[config.mk]
export PLATFORM = sky130hd
export DESIGN_NAME = router_fsm
export DESIGN_NICKNAME = d
export VERILOG_FILES = /design/src/rtl/router_fsm.sv
export SDC_FILE = /design/constraint.sdc
export NUM_CORES = 1
export LEC_CHECK = 0
export BUFFER_PORTS_ARGS = -buffer_cell sky130_fd_sc_hd__buf_4
export CAP_MARGIN = 20
export CORE_AREA = 2 2 39 41
export CTS_CLUSTER_SIZE = 16
export DETAILED_ROUTE_END_ITERATION = 7
export DIE_AREA = 0 0 41 43
export GPL_ROUTABILITY_DRIVEN = 0
export PLACE_DENSITY = 0.67
export RECOVER_POWER = 100
export SLEW_MARGIN = 0
export SYNTH_ARGS = -nofsm -noshare
export SYNTH_HDL_FRONTEND = slang
export SYNTH_SLANG_ARGS = --single-unit
[constraint.sdc]
create_clock -name clk -period 3.6 [get_ports clk]
set_input_delay 0.18 -clock clk [delete_from_list [all_inputs] [get_ports clk]]
set_output_delay 0.18 -clock clk [all_outputs]
set_load 0.01 [all_outputs]
[src/rtl/router_fsm.sv]
// Control FSM of the 1x3 router: sequences the register block and FIFO writes
// for each packet, and raises busy toward the source while a byte cannot be taken.
module router_fsm (
  input  logic       clk,
  input  logic       resetn,
  input  logic       pkt_valid,
  input  logic [1:0] data_in,
  input  logic       fifo_full,
  input  logic       fifo_empty_0,
  input  logic       fifo_empty_1,
  input  logic       fifo_empty_2,
  input  logic       soft_reset_0,
  input  logic       soft_reset_1,
  input  logic       soft_reset_2,
  input  logic       parity_done,
  input  logic       low_pkt_valid,
  output logic       detect_add,
  output logic       lfd_state,
  output logic       ld_state,
  output logic       laf_state,
  output logic       full_state,
  output logic       rst_int_reg,
  output logic       write_enb_reg,
  output logic       busy,
  output logic [1:0] dest_addr,
  output logic [2:0] state_dbg
);

  typedef enum logic [2:0] {
    DECODE_ADDRESS,
    LOAD_FIRST_DATA,
    LOAD_DATA,
    FIFO_FULL_STATE,
    LOAD_AFTER_FULL,
    LOAD_PARITY,
    CHECK_PARITY_ERROR,
    WAIT_TILL_EMPTY
  } state_t;

  state_t     state_q, state_d;
  logic [1:0] dest_addr_q, dest_addr_d;
  logic       hdr_empty;
  logic       sel_empty;
  logic       sel_srst;

  // hdr_empty looks at the incoming header; sel_* look at the latched destination.
  always_comb begin
    hdr_empty = 1'b0;
    sel_empty = 1'b0;
    sel_srst  = 1'b0;
    case (data_in)
      2'd0:    hdr_empty = fifo_empty_0;
      2'd1:    hdr_empty = fifo_empty_1;
      2'd2:    hdr_empty = fifo_empty_2;
      default: hdr_empty = 1'b0;
    endcase
    case (dest_addr_q)
      2'd0:    begin sel_empty = fifo_empty_0; sel_srst = soft_reset_0; end
      2'd1:    begin sel_empty = fifo_empty_1; sel_srst = soft_reset_1; end
      2'd2:    begin sel_empty = fifo_empty_2; sel_srst = soft_reset_2; end
      default: begin sel_empty = 1'b0;         sel_srst = 1'b0;         end
    endcase
  end

  always_ff @(posedge clk or negedge resetn) begin
    if (!resetn) begin
      state_q     <= DECODE_ADDRESS;
      dest_addr_q <= 2'd0;
    end else begin
      state_q     <= state_d;
      dest_addr_q <= dest_addr_d;
    end
  end

  always_comb begin
    state_d     = state_q;
    dest_addr_d = dest_addr_q;
    if (state_q != DECODE_ADDRESS && sel_srst) begin
      state_d = DECODE_ADDRESS;
    end else begin
      case (state_q)
        DECODE_ADDRESS: begin
          if (pkt_valid && data_in != 2'd3) begin
            dest_addr_d = data_in;
            state_d     = hdr_empty ? LOAD_FIRST_DATA : WAIT_TILL_EMPTY;
          end
        end
        LOAD_FIRST_DATA: state_d = LOAD_DATA;
        LOAD_DATA: begin
          if (fifo_full)       state_d = FIFO_FULL_STATE;
          else if (!pkt_valid) state_d = LOAD_PARITY;
        end
        FIFO_FULL_STATE: begin
          if (!fifo_full) state_d = LOAD_AFTER_FULL;
        end
        LOAD_AFTER_FULL: begin
          if (parity_done)        state_d = DECODE_ADDRESS;
          else if (low_pkt_valid) state_d = LOAD_PARITY;
          else                    state_d = LOAD_DATA;
        end
        LOAD_PARITY:        state_d = CHECK_PARITY_ERROR;
        CHECK_PARITY_ERROR: state_d = fifo_full ? FIFO_FULL_STATE : DECODE_ADDRESS;
        WAIT_TILL_EMPTY: begin
          if (sel_empty) state_d = LOAD_FIRST_DATA;
        end
        default: state_d = DECODE_ADDRESS;
      endcase
    end
  end

  // Source handshake: a byte is consumed on a rising edge where busy=0;
  // while busy=1 the source holds the same byte and pkt_valid unchanged.
  always_comb begin
    detect_add    = 1'b0;
    lfd_state     = 1'b0;
    ld_state      = 1'b0;
    laf_state     = 1'b0;
    full_state    = 1'b0;
    rst_int_reg   = 1'b0;
    write_enb_reg = 1'b0;
    busy          = 1'b1;
    case (state_q)
      DECODE_ADDRESS:     begin detect_add = 1'b1; busy = 1'b0; end
      LOAD_FIRST_DATA:    begin lfd_state = 1'b1; write_enb_reg = 1'b1; end
      LOAD_DATA:          begin ld_state = 1'b1; write_enb_reg = 1'b1; busy = 1'b0; end
      FIFO_FULL_STATE:    full_state = 1'b1;
      LOAD_AFTER_FULL:    begin laf_state = 1'b1; write_enb_reg = 1'b1; end
      LOAD_PARITY:        write_enb_reg = 1'b1;
      CHECK_PARITY_ERROR: rst_int_reg = 1'b1;
      default:            ;
    endcase
  end

  assign dest_addr = dest_addr_q;
  assign state_dbg = state_q;

endmodule

==> results.md, run 1 <==
- Die X: 41 um
- Switching power: ~260 uW
- Clk buf depth: 2
- Worst-skew pair later-pin latency: between 0.2 and 0.25 ns
- DR vias: approximately 540
- Worst Path Required: 3.42 ns
- DRT Pass-1 Iters: 3
- Pleak: between 0.3 and 0.4 nW
- Endpoints failing hold: 0
- DRT antenna net count: 0
- Min Tclk post-route: 1.647 ns
- Placed insts: 101
- Largest net degree at the start of global routing: 16
- Setup WS post-layout: 1.953 ns
- Antenna violations before repair: 0
- Int Power: between 200 and 300 uW
- Antenna diode count: 0
- Arrival time at the worst endpoint: around 1.5 ns
- Vias in the first global route: between 400 and 500
- CTS root buf: clkbuf_4
- Sw Ratio: between 40 and 50%
- WL final: between 1000 and 1500 um
- Area growth syn-to-layout: 35.32%
- Synth top area share: between 20% and 30%
- Max IR drop VDD: roughly 0.34 mV
- Register Area: about 130 um^2
- Clk sinks: 5
- Max-slew headroom: between 60% and 70%
- Status: finished, final reports clean
- Clock share of power: around 11%
- Final nets: 105
- Setup Skew: between 0.001 and 0.0015 ns
- Seq/Total Area, Yosys: between 20% and 30%
- Logic pwr share: 61.4%
- HPWL after DPL: a little over 1000 um
- Fin. max-slew vios: 0
- TritonCTS Buffers: 3
- Port bufs: 26
- CTS tree: built
- Synth area leaders: dfrtp_1 25%, mux2i_1 6.0%, nand3b_1 6.0%, nand2_1 5.2%, o211ai_1 4.5%
- Critical path class: reg -> out
- DRC: 0
- Setup repair bufs after CTS: 0
- Cells after synthesis: slightly above 60
- Setup TNS: 0 ns
- Gr usage total: 16.50%
- Dpl ws: between 2 and 2.5 ns
- H-tree depth: 1
- Number of DRC markers in iteration 0: 8
- CP max FO: 15
- F_max: between 0.6 and 0.7 GHz
- Max-cap violations: 0
- Count of final setup violators: 0
- Initial Util: between 30% and 40%
- Synth warn: 0
- Period utilization: between 40% and 50%
- Core Box Area: between 0.001 and 0.0015 mm^2
- Non-Filler Cell Area, Final: between 600 and 700 um^2
- Leading cell type in the layout, fill and taps excluded: clkbuf_1
- Aggregate global routing overflow: 0
- Post-route insts no fill: around 110
- Worst Setup End Kind: output pin
- Ratio of cells with drive above 1 in the final layout: 21.11%
- Die footprint: 0.001763 mm^2
- DP Area: ~700 um^2
- Pwr/cell area: approximately 790 mW/mm^2
- Core Rows: 14
- Slew @ Worst Pin: between 0.5 and 0.6 ns
- Via-per-instance ratio: roughly 5
- Post-Syn Nets: 75
- Clk slew on worst S/H paths: 0.04 ns
- First-pass GRT wire length: between 1500 and 2000 um
- # fillers: about 160
- CP Launch Type: flip-flop
- Reg power frac: a little over a quarter
- Most frequent cells in the layout: 14 x clkbuf_1, 13 x buf_4, 7 x nand2_1
- Avg Synthesized Cell Area: between 8 and 9 um^2
- Synthesis-stage register bit count: 5
- Worst min path class: in -> reg
- Die H: ~43 um
- Multi-input logic area: about 340 um^2
- DR WL/cell: about 12 um
- Unrepaired setup endpoints after global routing: false
- Ports: 27
- Cell variety after synth: 34
- Dominant cell type by area after synthesis: dfrtp_1
- Netlist Area Pre-Place: 503.0 um^2
## layer usage
metal / part of all wire [%] / track usage [%]
met5: 0 / 0
met4: 0 / 6.000
met3: 5.4 / 4.712
met2: 48 / 24.69
met1: 46 / 21.78
## Yosys cell counts
cell type	n
a211o_1	1
a211oi_2	1
a21boi_1	1
a21oi_1	2
a221oi_1	1
a22o_1	1
a31o_1	1
and2_1	1
and2_4	1
and3_1	3
buf_2	1
buf_4	1
clkinv_2	1
dfrtp_1	5
inv_1	3
mux2i_1	3
nand2_1	7
nand2b_1	1
nand3_1	1
nand3b_1	4
nand4bb_1	1
nor2_1	4
nor2b_1	1
o211a_1	1
o211ai_1	3
o21a_1	2
o21ai_0	2
o21ai_1	1
o22ai_1	1
o311ai_2	1
or2_1	1
or3_4	1
xnor2_1	1
xor2_1	1
## cells by family (layout without fill, tap and decap cells)
family	Yosys count	after routing	synth area share [%]
compound gates	19	19	29.85
buf+inv	6	35	5.720
xor+xnor	2	2	3.483
mux	3	3	5.970
flops	5	5	24.88
simple gates	26	26	30.10
## power by group through the flow
stage / clock network, mW / registers, mW / logic [mW]
floorplan: 0 / 0.132 / 0.262
global placement: 0 / 0.149 / 0.394
detailed placement: 0 / 0.152 / 0.396
CTS: 0.0638 / 0.151 / 0.398
global route: 0.0669 / 0.156 / 0.375
finish: 0.0605 / 0.148 / 0.331
## worst paths after layout
| path | startpoint | endpoint | slack [ns] | depth (start not counted) |
|---|---|---|---|---|
| worst min-delay path | data_in[0] | dest_addr[0]$_DFFE_PN0P_ | 0.17 | 3 |
| worst max register to register | state_dbg[1]$_DFFE_PN0P_ | state_dbg[2]$_DFFE_PN0P_ | 1.99 | 3 |
| min in group asynchronous | resetn | dest_addr[1]$_DFFE_PN0P_ | 0.33 | 2 |
| worst max-delay path | state_dbg[0]$_DFFE_PN0P_ | detect_add | 1.95 | 3 |
| worst min register to register | dest_addr[0]$_DFFE_PN0P_ | dest_addr[0]$_DFFE_PN0P_ | 0.62 | 2 |
| max in group asynchronous | resetn | state_dbg[1]$_DFFE_PN0P_ | 3.07 | 2 |
## state kept, by name (all words and copies together), names as in the netlist
| register | flops |
|---|---|
| dest_addr | 2 |
| state_dbg | 3 |
## final cells by class
type	instances	share of cell area, %
Multi-Input combinational cell	50	49.45
Timing Repair Buffer	27	22.98
Sequential cell	5	18.38
Clock buffer	4	3.860
Tap cell	16	2.941
Inverter	4	2.390
## critical path: stages (launching register included)
cell        delay [ns]
dfrtp_1           0.49
or3_1             0.45
clkinvlp_2        0.13
clkbuf_1          0.16
## per-stage QoR
stage               utilization, %  hold WS [ns]  power (mW)
finish                       49.19        0.1700      0.5392
global route                 49.19        0.1862      0.5980
CTS                          53.62        0.1670      0.6135
detailed placement           50.99      -0.01601      0.5479
global placement             50.99      -0.01624      0.5431
floorplan                        -       -0.1156      0.3941
## repair_timing
action / in CTS / in global routing
gates resized for setup: 0 / 0
hold buffers: 1 / 0
endpoints found under the hold margin: 5 / 0
Power figures use the tool's default switching activity.
==> inputs of run 2 (changes only) <==
--- a/config.mk
+++ b/config.mk
@@ -5,14 +5,14 @@
 export SDC_FILE = /design/constraint.sdc
 export NUM_CORES = 1
 export LEC_CHECK = 0
+export ABC_AREA = 1
 export BUFFER_PORTS_ARGS = -buffer_cell sky130_fd_sc_hd__buf_4
 export CAP_MARGIN = 20
-export CORE_AREA = 2 2 39 41
+export CORE_UTILIZATION = 46
 export CTS_CLUSTER_SIZE = 16
 export DETAILED_ROUTE_END_ITERATION = 7
-export DIE_AREA = 0 0 41 43
 export GPL_ROUTABILITY_DRIVEN = 0
-export PLACE_DENSITY = 0.67
+export PLACE_DENSITY = 0.76
 export RECOVER_POWER = 100
 export SLEW_MARGIN = 0
 export SYNTH_ARGS = -nofsm -noshare
==> constraint.sdc (replaced) <==
create_clock -name clk -period 1.63 [get_ports clk]
set_input_delay 0.0815 -clock clk [delete_from_list [all_inputs] [get_ports clk]]
set_output_delay 0.0815 -clock clk [all_outputs]
set_load 0.01 [all_outputs]
==> run 2 against run 1 <==
  * Die area shrank 14%
  * Count of clock-buffer cells in the layout fell by 1
  * Register-to-register slack worse by 1.9 ns
  * Critical path type unchanged
  * Largest cell class unchanged
  * Largest power group unchanged
==> results.md, run 2 <==
- Status: finished, final reports clean
- Logic pwr share: 68.2%
- Worst Path Required: ~1.6 ns
- Ports: 27
- Int Power: about 730 uW
- DRT Pass-1 Iters: 4
- Synth area leaders: dfrtp_1 20%, nand2_1 17%, nand3_1 10%, inv_1 7.8%, nor2_1 5.4%
- Slew @ Worst Pin: between 0.3 and 0.4 ns
- Setup repair bufs after CTS: 0
- CP Launch Type: flip-flop
- # fillers: between 100 and 150
- Clk buf depth: 2
- Worst Setup End Kind: output pin
- Avg Synthesized Cell Area: about 6.5 um^2
- Met2 Wirelength: roughly 750 um
- M1 WL: 697 um
- Antenna diode count: 0
- Register Area: around 130 um^2
- Largest family of logic cells by synthesized area: simple AND/OR/NAND/NOR gates
- Unrepaired setup endpoints after global routing: false
- Seq/Total Area, Yosys: roughly 20%
- CTS root buf: clkbuf_4
- Dominant cell type by area after synthesis: dfrtp_1
- HPWL after DPL: about 1300 um
- Reg power frac: ~22%
- Min Tclk post-route: approximately 1.6 ns
- Max reg flops: 3
- Vias in the first global route: about 670
- Most frequent cell after synthesis: nand2_1
- Via-per-instance ratio: roughly 5
- Overall power: around 1.6 mW
- Core Box Area: about 0.0012 mm^2
- Top sig layer: met4
- Worst min path class: in -> reg
- Post-Syn Nets: ~110
- Arrival time at the worst endpoint: 1.48 ns
- TritonCTS Buffers: 3
- Pleak: 0.4741 nW
- Die H: between 30 and 40 um
- DRC: 0
- Top cells by count, synth: 28 x nand2_1, 13 x inv_1, 13 x nand3_1
- Multi-input logic area: 375.4 um^2
- CP max FO: 9
- Core Rows: 12
- Synthesis-stage register bit count: 5
- Count of final setup violators: 0
- Port bufs: 26
- Die footprint: about 0.0015 mm^2
- CTS tree: built
- Number of DRC markers in iteration 0: 31
- Clock share of power: a little under a tenth
- Post-synthesis mux area share: 0%
- Adder-cell share of the synthesized area: 0%
- Synth Area in Compound Gates: 5.988%
- Metal3 WL: slightly above 80 um
- Post-synth EDFFs: 0
- Synth warn: 0
- Cells after synthesis: 97
- Synth top area share: between 10% and 20%
- Critical path class: reg -> out
- Clk slew on worst S/H paths: 0.05 ns
- Endpoints failing hold: 0
- DRT antenna net count: 0
- DR vias: between 700 and 800
- First-pass GRT wire length: 2691 um
- Most frequent cells in the layout: 29 x nand2_1, 19 x buf_4, 14 x inv_1, 14 x nand3_1, 9 x nor2_1
- Fin. max-slew vios: 0
- Cell variety after synth: 22
- Setup TNS: 0 ns
- Final nets: 140
- Max-cap violations: 0
- Pwr/cell area: between 1500 and 2000 mW/mm^2
- Largest net degree at the start of global routing: 11
- Post-synthesis async set-or-reset flop share: 100.0%
- DR WL/cell: 11.12 um
- Worst-skew pair later-pin latency: between 0.2 and 0.3 ns
- Aggregate global routing overflow: 0
- Switching power: approximately 840 uW
- H-tree depth: 1
- WL final: 1546 um
- Max-slew headroom: ~80%
- F_max: 0.6384 GHz
- Gr usage total: around a quarter
- Max IR drop VDD: approximately 0.79 mV
- Ratio of cells with drive above 1 in the final layout: just over 30%
- Area growth syn-to-layout: 27.74%
- Antenna violations before repair: 0
- Die X: ~39 um
- Post-Synth XOR/XNOR Area: 0%
- Period utilization: a little over nine tenths
- Initial Util: ~53%
- Synth Flop Type: dfrtp_1
- Clk sinks: 5
- Sw Ratio: 53.70%
- Netlist Area Pre-Place: 626.9 um^2
- Post-synthesis simple-gate area fraction: between 50% and 60%
- Setup Skew: about 0.0072 ns
- Leading cell type in the layout, fill and taps excluded: nand2_1
## run 2: changes by cell type after synthesis, sizes merged, moves of 2 or more
| cell | change |
|---|---|
| nand4 | +3 |
| nand3 | +15 |
| nand2 | +25 |
| mux2i | -3 |
| nor3 | +2 |
| inv | +15 |
| o211ai | -3 |
| nand3b | -3 |
| o21a | -2 |
| a21oi | -2 |
| and2 | -2 |
| nor2 | +7 |
| and3 | -3 |
## run 2: cells by family after synthesis
kind of cell | Yosys count
DFF | 5
AOI/OAI and AO/OA | 4
buffers and inverters | 21
and+or+nand+nor | 67
## run 2: area by class of cell
cell class / instances / area share (%)
Clock buffer: 3 / 2.812
Clock inverter: 1 / 0.6250
Inverter: 18 / 9.062
Multi-Input combinational cell: 71 / 46.88
Sequential cell: 5 / 16.09
Tap cell: 14 / 2.188
Timing Repair Buffer: 27 / 22.34
## run 2: worst max-delay path: stages, from the launching register on
cell     delay [ns]
dfrtp_2        0.49
nor2_1         0.12
nand2_1        0.11
nand2_1        0.06
or3_1          0.31
buf_4          0.15
## run 2: power by group through the flow
stage,clock network [mW],registers (mW),logic (mW)
6_report,0.149,0.351,1.07
5_1_grt,0.159,0.369,1.20
4_1_cts,0.150,0.352,1.17
3_5_place_dp,0,0.344,1.16
3_3_place_gp,0,0.340,1.14
2_1_floorplan,0,0.267,0.899
## run 2: worst paths after layout
path                                          start                       end  slack (ns)  cells after the start
hold reg to reg            state_dbg[1]$_DFFE_PN0P_  state_dbg[1]$_DFFE_PN0P_        0.63                      2
min in group asynchronous                    resetn  dest_addr[0]$_DFFE_PN0P_        0.20                      2
setup / recovery           state_dbg[0]$_DFFE_PN0P_             write_enb_reg        0.06                      5
max in group asynchronous                    resetn  state_dbg[0]$_DFFE_PN0P_        1.20                      2
hold / removal                           data_in[0]  dest_addr[0]$_DFFE_PN0P_         0.1                      3
setup reg to reg           state_dbg[2]$_DFFE_PN0P_  state_dbg[0]$_DFFE_PN0P_        0.13                      7
## run 2: repair_timing
action | in CTS | in global routing
setup endpoints to repair | 1 | 0
gates resized for setup | 3 | 0
hold buffers | 1 | 0
hold endpoints to repair | 5 | 0
## run 2: routing by layer
layer / track usage (%) / up-vias
met2: 43.75 / 33
met4: 11.21 / 0
met3: 5.780 / 2
met1: 31.83 / 318
met5: 0 / -
li1: - / 358
## run 2: stage by stage
stage          util (%)  instance area (um^2)  cells  setup WS (ns)  hold WS, ns
2_1_floorplan         -                 626.9     97         0.3651      -0.2141
3_3_place_gp      67.93                 805.8    134         0.2377      -0.1175
3_5_place_dp      67.93                 805.8    134         0.1906      -0.1146
4_1_cts           71.41                 847.1    139        0.06534      0.09407
5_1_grt           67.51                 800.8    139      0.0002257       0.1151
6_report          67.51                 800.8    139        0.06363      0.09595
==> inputs of run 3 (changes only) <==
--- a/config.mk
+++ b/config.mk
@@ -5,15 +5,17 @@
 export SDC_FILE = /design/constraint.sdc
 export NUM_CORES = 1
 export LEC_CHECK = 0
-export ABC_AREA = 1
+export ABC_AREA = 0
 export BUFFER_PORTS_ARGS = -buffer_cell sky130_fd_sc_hd__buf_4
 export CAP_MARGIN = 20
-export CORE_UTILIZATION = 46
+export CORE_AREA = 2 2 39 41
 export CTS_CLUSTER_SIZE = 16
 export DETAILED_ROUTE_END_ITERATION = 7
+export DIE_AREA = 0 0 41 43
 export GPL_ROUTABILITY_DRIVEN = 0
-export PLACE_DENSITY = 0.76
+export PLACE_DENSITY = 0.67
 export RECOVER_POWER = 100
+export REMOVE_ABC_BUFFERS = 1
 export SLEW_MARGIN = 0
 export SYNTH_ARGS = -nofsm -noshare
 export SYNTH_HDL_FRONTEND = slang
==> run 3 against run 2 <==
  * Utilization decreased by 18 points
  * First-iteration DRC count decreased by 81%
  * Sequential cell count unchanged
  * Clock power decreased by 7%
  * Setup slack improved by 0.044 ns
  * Wire length decreased by 17%
  * Largest cell class unchanged
  * Count of clock-buffer cells in the layout increased by 1
  * Global-route usage decreased by 9.8 points
  * Worst hold slack got worse by 0.027 ns
==> results.md, run 3 (synthesized netlist as in run 1, its figures left out) <==
- Initial Util: between 30% and 40%
- Critical-path cell list: or3_1, clkinv_2, clkbuf_1
- Clk sinks: 5
- Non-Filler Cell Area, Final: 688.2 um^2
- Setup Skew: around 0.0012 ns
- Final nets: between 100 and 150
- Worst R2R Setup Slack: between 0.15 and 0.2 ns
- Met1 usage: 24.17%
- CTS tree: built
- Post-cts resize count: 0
- Crit. Startpoint: state_dbg[0]$_DFFE_PN0P_
- Setup TNS: 0 ns
- Via-per-instance ratio: 5.264
- Critical path class: reg -> out
- Endpoints failing hold: 0
- Min Tclk post-route: 1.523 ns
- Worst Setup End Kind: output pin
- Crit path capture: detect_add
- Die footprint: roughly 0.0018 mm^2
- TritonCTS Buffers: 3
- DRC: 0
- Max-slew headroom: ~73%
- DRT Pass-1 Iters: 3
- Placed insts: between 100 and 150
- Most frequent cells in the layout: 14 x clkbuf_1, 13 x buf_4, 7 x nand2_1
- Largest net degree at the start of global routing: 16
- F_max: approximately 0.66 GHz
- Ratio of cells with drive above 1 in the final layout: between 20% and 30%
- DRT antenna net count: 0
- Pwr/cell area: 1781 mW/mm^2
- Reg power frac: a little over a quarter
- Number of DRC markers in iteration 0: 6
- Clk slew on worst S/H paths: around 0.040 ns
- # fillers: approximately 150
- Area growth syn-to-layout: 36.82%
- Antenna diode count: 0
- Core Rows: 14
- H-tree depth: 1
- Period utilization: between 90% and 100%
- Logic pwr share: 61.5%
- Unrepaired setup endpoints after global routing: false
- Clk buf depth: 2
- Vias in the first global route: 488
- Arrival time at the worst endpoint: 1.44 ns
- CTS root buf: clkbuf_4
- Switching power: slightly below 600 uW
- Fin. max-slew vios: 0
- Core Box Area: 0.001384 mm^2
- Gr usage total: roughly 16%
- CP Launch Type: flip-flop
- Critical Path Slowest Stage Cell: dfrtp_1
- Port bufs: 26
- Worst-skew pair later-pin latency: about 0.24 ns
- Worst R2R Start: state_dbg[0]$_DFFE_PN0P_
- Max IR drop VDD: slightly below 0.8 mV
- R2R depth: 5
- WL final: around 1300 um
- Slew @ Worst Pin: roughly 0.4 ns
- Worst min path class: in -> reg
- Die H: around 43 um
- M3 GR Usage: 1.571%
- Sw Ratio: 48.68%
- Antenna violations before repair: 0
- CP peak stage delay: around 0.5 ns
- Max reg flops: 3
- Worst hold start: data_in[0]
- Int Power: ~630 uW
- DR vias: roughly 560
- Grt peak-use layer: met1
- DP Area: between 700 and 800 um^2
- HPWL after DPL: 1027 um
- Pleak: roughly 0.31 nW
- Leading cell type in the layout, fill and taps excluded: clkbuf_1
- Post-route insts no fill: about 110
- Worst Path Required: between 1.5 and 2 ns
- RR Endpoint: state_dbg[1]$_DFFE_PN0P_
- Die X: between 40 and 50 um
- Status: finished, final reports clean
- Count of final setup violators: 0
- CP max FO: 15
- DR WL/cell: approximately 12 um
- Clock share of power: between 10% and 20%
- First-pass GRT wire length: roughly 2000 um
- Max-cap violations: 0
- Ports: 27
- Aggregate global routing overflow: 0
- GRT met2 Usage: between 20% and 30%
run 3: final cells by class:
class | count | area, um^2 | share of cell area [%]
clock buffers | 4 | 26.28 | 3.818
inverters | 4 | 16.27 | 2.364
multi-input cells | 50 | 344.1 | 50.00
flip-flops and latches | 5 | 125.1 | 18.18
well taps | 16 | 20.02 | 2.909
repair buffers | 27 | 156.4 | 22.73
run 3: through the flow:
| step | setup WS [ns] | power [mW] | hold slack (ns) | util, % |
|---|---|---|---|---|
| floorplan | 0.2381 | 0.8441 | -0.2141 | - |
| global route | 0.03118 | 1.341 | 0.08339 | 49.73 |
| global placement | 0.2189 | 1.211 | -0.1158 | 50.99 |
| detailed placement | 0.1804 | 1.216 | -0.1168 | 50.99 |
| finish | 0.1073 | 1.225 | 0.06942 | 49.73 |
| CTS | 0.1785 | 1.363 | 0.06557 | 53.62 |
run 3: routing by layer:
metal / up-vias / share of wire [%]
li1: 285 / -
met1: 258 / 48
met2: 13 / 47
met3: 2 / 3.8
met4: 0 / 1.1
met5: - / 0
run 3: worst min-delay path by stage:
stage | endpoint | slack (ns) | cells past startpoint
after floorplan | dest_addr[0]$_DFFE_PN0P_ | -0.21 | 0
after global placement | dest_addr[0]$_DFFE_PN0P_ | -0.12 | 1
after detailed placement | dest_addr[0]$_DFFE_PN0P_ | -0.12 | 1
after CTS | dest_addr[0]$_DFFE_PN0P_ | 0.07 | 3
after global routing | dest_addr[0]$_DFFE_PN0P_ | 0.08 | 3
final | dest_addr[0]$_DFFE_PN0P_ | 0.07 | 3
run 3: power groups by stage:
| stage | registers, mW | logic, mW | clock network (mW) |
|---|---|---|---|
| 2_1_floorplan | 0.326 | 0.518 | 0 |
| 3_3_place_gp | 0.329 | 0.881 | 0 |
| 3_5_place_dp | 0.335 | 0.881 | 0 |
| 4_1_cts | 0.331 | 0.885 | 0.146 |
| 5_1_grt | 0.350 | 0.832 | 0.159 |
| 6_report | 0.333 | 0.753 | 0.139 |
run 3: what timing repair did:
| action | in CTS | in global routing |
|---|---|---|
| hold buffers | 1 | 0 |
| setup buffers | 0 | 0 |
| hold endpoints to repair | 5 | 0 |
run 3: critical path: cells and delay by family, from the launching register on:
family / cells / cell delay [ns]
DFF: 1 / 0.50
buffers and inverters: 2 / 0.24
and+or+nand+nor: 1 / 0.46
